$ cat config.mk
export PLATFORM = sky130hd
export DESIGN_NAME = dataframe_stream_arbiter_flat
export DESIGN_NICKNAME = d
export VERILOG_FILES = /design/src/rtl/dataframe_stream_arbiter_pkg.sv /design/src/rtl/dataframe_stream_arbiter_if.sv /design/src/rtl/dataframe_stream_arbiter_picker.sv /design/src/rtl/dataframe_stream_arbiter.sv /design/src/flat_wrapper.sv
export SDC_FILE = /design/constraint.sdc
export NUM_CORES = 1
export LEC_CHECK = 0
export BUFFER_PORTS_ARGS = -buffer_cell sky130_fd_sc_hd__buf_2
export CORE_AREA = 2 2 125 127
export DETAILED_ROUTE_END_ITERATION = 8
export DIE_AREA = 0 0 127 129
export PLACE_DENSITY = 0.63
export SETUP_SLACK_MARGIN = 0.3
export SYNTH_ARGS = -nofsm -noshare
export SYNTH_HDL_FRONTEND = slang
export SYNTH_HIERARCHICAL = 1
export SYNTH_SLANG_ARGS = --single-unit
$ cat constraint.sdc
create_clock -name ACLK -period 3.8 [get_ports ACLK]
set_input_delay 0.38 -clock ACLK [delete_from_list [all_inputs] [get_ports ACLK]]
set_output_delay 0.38 -clock ACLK [all_outputs]
set_load 0.05 [all_outputs]
$ cat src/rtl/dataframe_stream_arbiter_pkg.sv
// Shared types and helpers for the dataframe stream arbiter and later schedulers.
// RFDC_TDATA_WIDTH normally comes from the common defines include; the fallback keeps this file standalone.
`ifndef RFDC_TDATA_WIDTH
`define RFDC_TDATA_WIDTH 32
`endif

package dataframe_arbiter_pkg;

    typedef enum logic [1:0] {
        IDLE     = 2'd0,
        TRANSFER = 2'd1,
        DRAIN    = 2'd2
    } arb_state_t;

    localparam int TDATA_W     = `RFDC_TDATA_WIDTH;
    localparam int STALL_CNT_W = 16;

    function automatic int tid_width(input int n);
        return ($clog2(n) < 1) ? 1 : $clog2(n);
    endfunction

endpackage

$ cat src/rtl/dataframe_stream_arbiter_if.sv
// CHANNEL_NUM AXI-Stream sources in, one merged AXI-Stream out.
// master = the arbiter, slave = the surrounding generators and DMA side.
interface dataframe_stream_arbiter_if
    import dataframe_arbiter_pkg::*;
#(
    parameter int CHANNEL_NUM = 8,
    parameter int DATA_W      = TDATA_W
);
    localparam int TID_W = tid_width(CHANNEL_NUM);

    // Packed per-channel slices: channel i lives at bits [i*DATA_W +: DATA_W].
    logic [CHANNEL_NUM-1:0][DATA_W-1:0] S_AXIS_TDATA;
    logic [CHANNEL_NUM-1:0]             S_AXIS_TVALID;
    logic [CHANNEL_NUM-1:0]             S_AXIS_TLAST;
    logic [CHANNEL_NUM-1:0]             S_AXIS_TREADY;
    logic [DATA_W-1:0]                  M_AXIS_TDATA;
    logic                               M_AXIS_TVALID;
    logic                               M_AXIS_TLAST;
    logic [TID_W-1:0]                   M_AXIS_TID;
    logic                               M_AXIS_TREADY;
    logic                               ARBITER_ERROR;

    modport master (
        input  S_AXIS_TDATA, S_AXIS_TVALID, S_AXIS_TLAST, M_AXIS_TREADY,
        output S_AXIS_TREADY, M_AXIS_TDATA, M_AXIS_TVALID, M_AXIS_TLAST,
               M_AXIS_TID, ARBITER_ERROR
    );

    modport slave (
        output S_AXIS_TDATA, S_AXIS_TVALID, S_AXIS_TLAST, M_AXIS_TREADY,
        input  S_AXIS_TREADY, M_AXIS_TDATA, M_AXIS_TVALID, M_AXIS_TLAST,
               M_AXIS_TID, ARBITER_ERROR
    );

endinterface

$ cat src/rtl/dataframe_stream_arbiter_picker.sv
// Round-robin picker: first asserted request scanning upward from last_i+1, wrapping.
// Purely combinational so other schedulers can reuse it.
module rr_priority_picker #(
    parameter int N     = 8,
    parameter int IDX_W = 3
) (
    input  logic [N-1:0]     req_i,
    input  logic [IDX_W-1:0] last_i,
    output logic [IDX_W-1:0] idx_o,
    output logic             vld_o
);

    logic [IDX_W-1:0] cand;

    // Walk offsets from far to near so the nearest requester overwrites the rest.
    always_comb begin
        idx_o = '0;
        vld_o = 1'b0;
        cand  = '0;
        for (int off = N; off >= 1; off--) begin
            cand = IDX_W'((int'(last_i) + off) % N);
            if (req_i[cand]) begin
                idx_o = cand;
                vld_o = 1'b1;
            end
        end
    end

endmodule

$ cat src/rtl/dataframe_stream_arbiter.sv
// Frame-level round-robin merge of CHANNEL_NUM AXI-Streams; grant held from first beat to TLAST.
// Define DATAFRAME_ARBITER_WATCHDOG_EN to abort frames whose source stalls for TIMEOUT_CYCLES.
module dataframe_stream_arbiter
    import dataframe_arbiter_pkg::*;
#(
    parameter int CHANNEL_NUM    = 8,
    parameter int TIMEOUT_CYCLES = 1024
) (
    input  logic                       ACLK,
    input  logic                       ARESETN,
    dataframe_stream_arbiter_if.master bus
);

    localparam int TID_W = tid_width(CHANNEL_NUM);

    if (CHANNEL_NUM < 2 || CHANNEL_NUM > 16 || TIMEOUT_CYCLES < 1 || TIMEOUT_CYCLES > 65535) begin : g_param_chk
        $error("dataframe_stream_arbiter: parameter out of range");
    end

    arb_state_t       state_q;
    logic [TID_W-1:0] grant_q;
    logic [TID_W-1:0] last_grant_q;
    logic [TID_W-1:0] pick_idx;
    logic             pick_vld;
    logic             src_vld;
    logic             src_last;
    logic             forced;

    assign src_vld  = bus.S_AXIS_TVALID[grant_q];
    assign src_last = bus.S_AXIS_TLAST[grant_q];

    rr_priority_picker #(
        .N     (CHANNEL_NUM),
        .IDX_W (TID_W)
    ) u_pick (
        .req_i  (bus.S_AXIS_TVALID),
        .last_i (last_grant_q),
        .idx_o  (pick_idx),
        .vld_o  (pick_vld)
    );

`ifdef DATAFRAME_ARBITER_WATCHDOG_EN
    logic [STALL_CNT_W-1:0] stall_q;
    logic                   err_q;

    // Once the limit is hit the counter freezes and the forced TLAST beat is shown.
    assign forced            = (state_q == TRANSFER) && (stall_q == STALL_CNT_W'(TIMEOUT_CYCLES));
    assign bus.ARBITER_ERROR = err_q;
`else
    assign forced            = 1'b0;
    assign bus.ARBITER_ERROR = 1'b0;
`endif

    // Zero-latency pass-through; data is forced to 0 whenever nothing valid is shown.
    always_comb begin
        bus.S_AXIS_TREADY = '0;
        bus.M_AXIS_TVALID = 1'b0;
        bus.M_AXIS_TLAST  = 1'b0;
        bus.M_AXIS_TDATA  = '0;
        bus.M_AXIS_TID    = '0;
        case (state_q)
            TRANSFER: begin
                bus.M_AXIS_TID = grant_q;
                if (forced) begin
                    bus.M_AXIS_TVALID = 1'b1;
                    bus.M_AXIS_TLAST  = 1'b1;
                end else begin
                    bus.M_AXIS_TVALID         = src_vld;
                    bus.M_AXIS_TLAST          = src_vld & src_last;
                    bus.M_AXIS_TDATA          = src_vld ? bus.S_AXIS_TDATA[grant_q] : '0;
                    bus.S_AXIS_TREADY[grant_q] = bus.M_AXIS_TREADY;
                end
            end
            DRAIN: bus.S_AXIS_TREADY[grant_q] = 1'b1;
            default: ;
        endcase
    end

    always_ff @(posedge ACLK or negedge ARESETN) begin
        if (!ARESETN) begin
            state_q      <= IDLE;
            grant_q      <= '0;
            last_grant_q <= TID_W'(CHANNEL_NUM - 1);
`ifdef DATAFRAME_ARBITER_WATCHDOG_EN
            stall_q      <= '0;
            err_q        <= 1'b0;
`endif
        end else begin
            case (state_q)
                IDLE: begin
                    if (pick_vld) begin
                        grant_q <= pick_idx;
                        state_q <= TRANSFER;
`ifdef DATAFRAME_ARBITER_WATCHDOG_EN
                        stall_q <= '0;
`endif
                    end
                end
                TRANSFER: begin
`ifdef DATAFRAME_ARBITER_WATCHDOG_EN
                    if (forced) begin
                        if (bus.M_AXIS_TREADY) begin
                            err_q   <= 1'b1;
                            stall_q <= '0;
                            state_q <= DRAIN;
                        end
                    end else if (src_vld && bus.M_AXIS_TREADY) begin
                        stall_q <= '0;
                        if (src_last) begin
                            last_grant_q <= grant_q;
                            state_q      <= IDLE;
                        end
                    end else if (!src_vld) begin
                        stall_q <= stall_q + 1'b1;
                    end
`else
                    if (src_vld && bus.M_AXIS_TREADY && src_last) begin
                        last_grant_q <= grant_q;
                        state_q      <= IDLE;
                    end
`endif
                end
`ifdef DATAFRAME_ARBITER_WATCHDOG_EN
                DRAIN: begin
                    // Swallow the rest of the aborted frame so the source realigns on its TLAST.
                    if (src_vld && src_last) begin
                        last_grant_q <= grant_q;
                        state_q      <= IDLE;
                    end
                end
`endif
                default: state_q <= IDLE;
            endcase
        end
    end

endmodule

$ cat src/flat_wrapper.sv
// flat-port wrapper written by rule: the top's interface ports become plain ports
module dataframe_stream_arbiter_flat import dataframe_arbiter_pkg::*;
#(
    parameter int CHANNEL_NUM    = 8,
    parameter int TIMEOUT_CYCLES = 1024
)
  (ACLK, ARESETN, bus_S_AXIS_TDATA, bus_S_AXIS_TVALID, bus_S_AXIS_TLAST, bus_M_AXIS_TREADY, bus_S_AXIS_TREADY, bus_M_AXIS_TDATA, bus_M_AXIS_TVALID, bus_M_AXIS_TLAST, bus_M_AXIS_TID, bus_ARBITER_ERROR);
  dataframe_stream_arbiter_if #(.CHANNEL_NUM(CHANNEL_NUM), .DATA_W((TDATA_W))) bus_i ();
  input  logic ACLK;
  input  logic ARESETN;
  input wire logic [$bits(bus_i.S_AXIS_TDATA)-1:0] bus_S_AXIS_TDATA;
  input wire logic [$bits(bus_i.S_AXIS_TVALID)-1:0] bus_S_AXIS_TVALID;
  input wire logic [$bits(bus_i.S_AXIS_TLAST)-1:0] bus_S_AXIS_TLAST;
  input wire logic [$bits(bus_i.M_AXIS_TREADY)-1:0] bus_M_AXIS_TREADY;
  output wire logic [$bits(bus_i.S_AXIS_TREADY)-1:0] bus_S_AXIS_TREADY;
  output wire logic [$bits(bus_i.M_AXIS_TDATA)-1:0] bus_M_AXIS_TDATA;
  output wire logic [$bits(bus_i.M_AXIS_TVALID)-1:0] bus_M_AXIS_TVALID;
  output wire logic [$bits(bus_i.M_AXIS_TLAST)-1:0] bus_M_AXIS_TLAST;
  output wire logic [$bits(bus_i.M_AXIS_TID)-1:0] bus_M_AXIS_TID;
  output wire logic [$bits(bus_i.ARBITER_ERROR)-1:0] bus_ARBITER_ERROR;
  assign bus_i.S_AXIS_TDATA = bus_S_AXIS_TDATA;
  assign bus_i.S_AXIS_TVALID = bus_S_AXIS_TVALID;
  assign bus_i.S_AXIS_TLAST = bus_S_AXIS_TLAST;
  assign bus_i.M_AXIS_TREADY = bus_M_AXIS_TREADY;
  assign bus_S_AXIS_TREADY = bus_i.S_AXIS_TREADY;
  assign bus_M_AXIS_TDATA = bus_i.M_AXIS_TDATA;
  assign bus_M_AXIS_TVALID = bus_i.M_AXIS_TVALID;
  assign bus_M_AXIS_TLAST = bus_i.M_AXIS_TLAST;
  assign bus_M_AXIS_TID = bus_i.M_AXIS_TID;
  assign bus_ARBITER_ERROR = bus_i.ARBITER_ERROR;
  dataframe_stream_arbiter #(.CHANNEL_NUM(CHANNEL_NUM), .TIMEOUT_CYCLES(TIMEOUT_CYCLES)) u_core (.ACLK(ACLK), .ARESETN(ARESETN), .bus(bus_i));
endmodule
Word-level counts from Yosys, hierarchy flattened
Cells that the tools add are included.
{"block": "word_totals", "register_bits": 8, "inputBits": 275, "out_inout_bits": 46}
{"block": "classes", "n_addsub": 8, "order_cmp": 10, "n_eq_ne": 4, "mux": 49, "bitwise": 2, "n_reduce_logical": 7}
{"cell": "$bmux 32 s3", "count": 1}
{"cell": "$mux 32", "count": 3}
{"cell": "$lt 3x4->1 const B", "count": 9}
{"cell": "$bmux 1 s3", "count": 10}
{"cell": "$mux 3", "count": 9}
{"cell": "$mux 1", "count": 21}
{"cell": "$pmux 8 s2", "count": 1}
{"cell": "$add 3x3->3 const B", "count": 4}
{"cell": "$and 8x8->8", "count": 1}
{"cell": "$add 3x1->3 const B", "count": 2}
{"cell": "$add 3x2->3 const B", "count": 2}
{"cell": "$reduce_and 2->1", "count": 3}
{"cell": "$mux 2", "count": 2}
{"cell": "$ne 2x1->1 const B", "count": 2}
{"cell": "$pmux 2 s2", "count": 1}
{"cell": "$demux 1 s3", "count": 1}
{"cell": "$ge 3x1->1 const B", "count": 1}
{"cell": "$logic_and 1x1->1", "count": 3}
{"cell": "$eq 2x1->1 const B", "count": 1}
{"cell": "$eq 2x2->1 const B", "count": 1}
{"cell": "$logic_not 2->1", "count": 1}
{"cell": "$and 1x1->1", "count": 1}

Longest topological paths before layout
{"block": "depth", "word_depth": 13, "mapped_depth": 11, "depth_no_buf": 8}

By module
The synthesis kept the hierarchy.
{"module": "dataframe_stream_arbiter", "instances": 1, "cells_each": 212, "area_each_um2": 2531.2, "seq_area_each_um2": 178.9}
{"module": "rr_priority_picker", "instances": 1, "cells_each": 77, "area_each_um2": 674.4, "seq_area_each_um2": 0.0}

Worst setup path after synthesis
Ideal clock, no wire load.
{"block": "synth_path", "kind": "register to register", "start": "reg u_core.last_grant_q[1]", "end": "reg u_core.grant_q[0]", "t_arrival_ps": 3029, "required_ps": 3675, "slack_ps": 646, "path_stages_with_launch": 11, "synth_period_minus_slack_ps": 3154, "path_cell_list": "dfstp_2 > clkbuf_1 > inv_1 > ha_1 > buf_6 > mux4_2 > mux2_4 > or3_1 > o311ai_1 > a31oi_1 > mux2_2"}
{"block": "synth_via", "word_cells_on_any_way": 41}
{"element": "start, declared", "line": "dataframe_stream_arbiter.sv:22", "text": "logic [TID_W-1:0] last_grant_q;"}
{"element": "start signal, assigned", "line": "dataframe_stream_arbiter.sv:83", "text": "last_grant_q <= TID_W'(CHANNEL_NUM - 1);"}
{"element": "start signal, assigned", "line": "dataframe_stream_arbiter.sv:118", "text": "last_grant_q <= grant_q;"}
{"element": "$add 3x1->3", "line": "dataframe_stream_arbiter_picker.sv:21", "text": "cand = IDX_W'((int'(last_i) + off) % N);"}
{"element": "$bmux 1 s3", "line": "dataframe_stream_arbiter_picker.sv:22", "text": "if (req_i[cand]) begin"}
{"element": "$mux 1 (implied by the code)", "line": "dataframe_stream_arbiter_picker.sv:22"}
{"element": "$mux 3 (7 in series)", "line": "dataframe_stream_arbiter_picker.sv:22"}
{"element": "$mux 3 (*)", "line": "dataframe_stream_arbiter_picker.sv:22"}
{"element": "net u_core.pick_idx[0]", "line": "dataframe_stream_arbiter.sv:23", "text": "logic [TID_W-1:0] pick_idx;"}
{"element": "end signal, assigned", "line": "dataframe_stream_arbiter.sv:92", "text": "grant_q <= pick_idx;"}
{"element": "end, declared", "line": "dataframe_stream_arbiter.sv:21", "text": "logic [TID_W-1:0] grant_q;"}
Mark *: on every way through the listed nets, which the timed path passes. The rest lies on a longest branch. The select of a mux whose other input is x is not followed.
A chain may end at the register's enable or synchronous reset.

Final worst setup path
{"block": "layout_path", "start": "reg u_core.last_grant_q[0]", "end": "reg u_core.grant_q[0]"}
Same word-level chain as after synthesis.

==> impl_metrics.csv <==
group,metric,value,unit
sta,drv_slew,0,
power_and_ir_drop,internal_power,2.02,mW
global_routing,grt_first_pass_wirelength,22600,µm
synthesis,synth_xor_area_frac,0.00820,
route,dr.first_iter.drc_count,318,
final_layout,drive_above_1_share,0.717,
synthesis,synthCells,289,
critical_path,reg2reg_slack,510,ps
place,hpwlAfterDp,14500,µm
synthesis,synth_edf_count,0,
power_and_ir_drop,p_comb_frac,0.914,
critical_path,timing.rr.start,"u_core/last_grant_q[0]",
hold_path,hold_class,"in2async",
clocking,cts_resized,0,
synthesis,synth_area,0.00321,mm²
floorplan,io_pins,321,
place,placed_cells,770,
clocking,h-tree-depth,1,
route,via_per_inst,5.10,
global_routing,grtUsageTotal,0.187,
final_layout,fillerInstances,1592,
synthesis,synth.largest_area_cell,"mux4_2",
synthesis,yosys-top-cells-area,"mux4_2 51%, mux2i_1 12%, nor2_1 5.3%, mux2_2 3.5%, dfrtp_1 3.1%",
clocking,cts-buffers-inserted,3,
synthesis,post-synth-top-count-cell,"mux4_2",
global_routing,grt_max_degree,67,
final_layout,area_growth,56.9,%
critical_path,crit_path_start,"u_core/last_grant_q[0]",
synthesis,synth_top_family_by_area,"multiplexers",
critical_path,cp_max_fo,16,
flow_run,maxCapViolations,0,
synthesis,yosysTopAreaCellShare,0.506,
clocking,cts_hold_buf,1,
critical_path,crit_arrival,3400,ps
route,ant_nets,0,
status,status,"finished clean",
synthesis,ys.warnings.count,6,
clocking,cts_tree,"done",
floorplan,rows,45,
sta,setup_violations,0,
sta,layout_min_cycle_time,3290,ps
synthesis,ys_seq_elements,7,
sta,final.setup_skew,0.751,ps
synthesis,synthMuxAreaShare,0.681,
global_routing,antenna_found_initial,20,
clocking,cts_sinks,7,
power_and_ir_drop,sw_frac_of_total,0.601,
place,pre_cts_ws,527,ps
power_and_ir_drop,clkPwrFrac,0.035,
power_and_ir_drop,ir_worst_vdd,0.000393,V
sta,fin_ws,508,ps
critical_path,timing.rr.end,"u_core/grant_q[0]",
synthesis,synthArstFlopShare,1.00,
critical_path,endpoint,"u_core/grant_q[0]",
power_and_ir_drop,sequentialPowerShare,0.051,
sta,max_slew.worst_pin.slew,921,ps
route,avgRoutedWirePerCell,21.5,µm
sta,rsz0062_at_grt,"false",
clocking,clk_latency,230,ps
synthesis,netlist_top_cells_count,"72 x mux4_2, 45 x nor2_1, 40 x mux2i_1",
final_layout,seq_area,188,µm²
final_layout,multi_input_area,0.00283,mm²
critical_path,worstRegToRegCells,8,
synthesis,synth_compound_area_frac,0.0546,
floorplan,core_region_area,0.0150,mm²
power_and_ir_drop,power_leakage,2.44,nW
synthesis,synth-main-ff-cell,"dfrtp_1",
critical_path,crit_path_start_kind,"flip-flop",
sta,hold_violations,0,
power_and_ir_drop,p_per_area,1010,mW/mm²
route,drc_errors,0,
floorplan,fp.dieH,129,µm
place,portBuffers,319,
synthesis,synth_cell_types,45,
critical_path,required,3910,ps
floorplan,fp.dieW,127,µm
route,wl,16800,µm
sta,period_share,0.866,
sta,relSlewSlack,0.386,
floorplan,die_area,0.0164,mm²
synthesis,syn_nets,566,
synthesis,synth_area_per_cell,11.1,µm²
clocking,post_cts_buffers,0,
route,first_pass_iters,4,
global_routing,gr-total-overflow,0,
sta,fmax,0.304,GHz
clocking,ctsLongestPathBuffers,2,
synthesis,seq_area_frac_synth,0.0558,
floorplan,start_util,0.214,
critical_path,worstSetupPathType,"reg2reg",
sta,fin_tns_setup,0,ps
clocking,clk_pin_slew,40,ps
critical_path,cp-end-kind,"flip-flop",
power_and_ir_drop,switchingPower,3.05,mW
place,gp_routability_congestion,0.884,
synthesis,synthSimpleGateAreaFrac,0.131,
synthesis,synthAdderAreaFrac,0.00781,
final_layout,final_net_count,865,
final_layout,finalNonFillerCells,781,
global_routing,grt_pass1_vias,3749,
clocking,clock-root-buffer,"clkbuf_16",
route,via_count,3982,
final cells by class:
| class | count | area share |
|---|---|---|
| inverters | 6 | 0.00448 |
| multi-input cells | 245 | 0.563 |
| clock buffers | 4 | 0.0157 |
| flip-flops and latches | 7 | 0.0373 |
| well taps | 188 | 0.0468 |
| diodes | 6 | 0.00299 |
| repair buffers | 325 | 0.329 |
critical path: stages, from the launching register on:
cell and delay, ps:
dfstp_2 750, inv_1 90, ha_1 470, mux4_2 610, mux2_4 320, or3_1 350, o311ai_1 240, a31oi_1 70
mux2_2 270
power by group through the flow:
stage	sequential (mW)	clock [mW]	combinational, mW
global route	0.281	0.189	4.92
CTS	0.261	0.181	4.66
floorplan	0.148	0	3.82
detailed placement	0.261	0	4.66
global placement	0.263	0	4.64
finish	0.261	0.177	4.63
per-stage QoR:
step / util / cell area, µm² / power (mW) / hold slack, ps
floorplan: - / 3210 / 3.97 / 84.4
global placement: 0.329 / 4930 / 4.91 / 223
detailed placement: 0.329 / 4930 / 4.92 / 226
CTS: 0.335 / 5010 / 5.10 / 522
global route: 0.335 / 5020 / 5.39 / 549
finish: 0.336 / 5030 / 5.07 / 523
how the worst min path moves through the flow:
stage / startpoint / endpoint / cells after the start
after floorplan: ARESETN / u_core/grant_q[0] / 0
after global placement: ARESETN / u_core/grant_q[0] / 1
after detailed placement: ARESETN / u_core/grant_q[0] / 1
after CTS: ARESETN / u_core/grant_q[0] / 2
after global routing: ARESETN / u_core/grant_q[0] / 2
final: ARESETN / u_core/grant_q[2] / 2
metal layers:
| metal | vias to the layer above | wire length [µm] | GRT usage |
|---|---|---|---|
| met5 | - | 93 | 0 |
| met4 | 14 | 148 | 0.0162 |
| met3 | 29 | 2210 | 0.0857 |
| met2 | 224 | 7920 | 0.299 |
| met1 | 1930 | 6430 | 0.243 |
| li1 | 1785 | - | - |
state kept, by name, indices dropped and copies added (netlist names):
name	flops
u_core/last_grant_q	3
u_core/grant_q	3
u_core/state_q	1
cell families after synthesis:
family          after synthesis
xor+xnor                      3
buf+inv                      37
other cells                   1
flops                         7
fa+ha+maj                     2
mux                         126
compound gates               26
simple gates                 87
cell usage in the layout (no fill, tap or decap), drive strengths merged, types with 6 or more instances in the layout:
| cell | instances |
|---|---|
| inv | 6 |
| mux2i | 40 |
| buf | 324 |
| mux4 | 72 |
| nand2 | 8 |
| diode | 6 |
| mux2 | 14 |
| nor2 | 45 |
| a211oi | 6 |
Note: power is estimated with default switching activity, not from simulation.
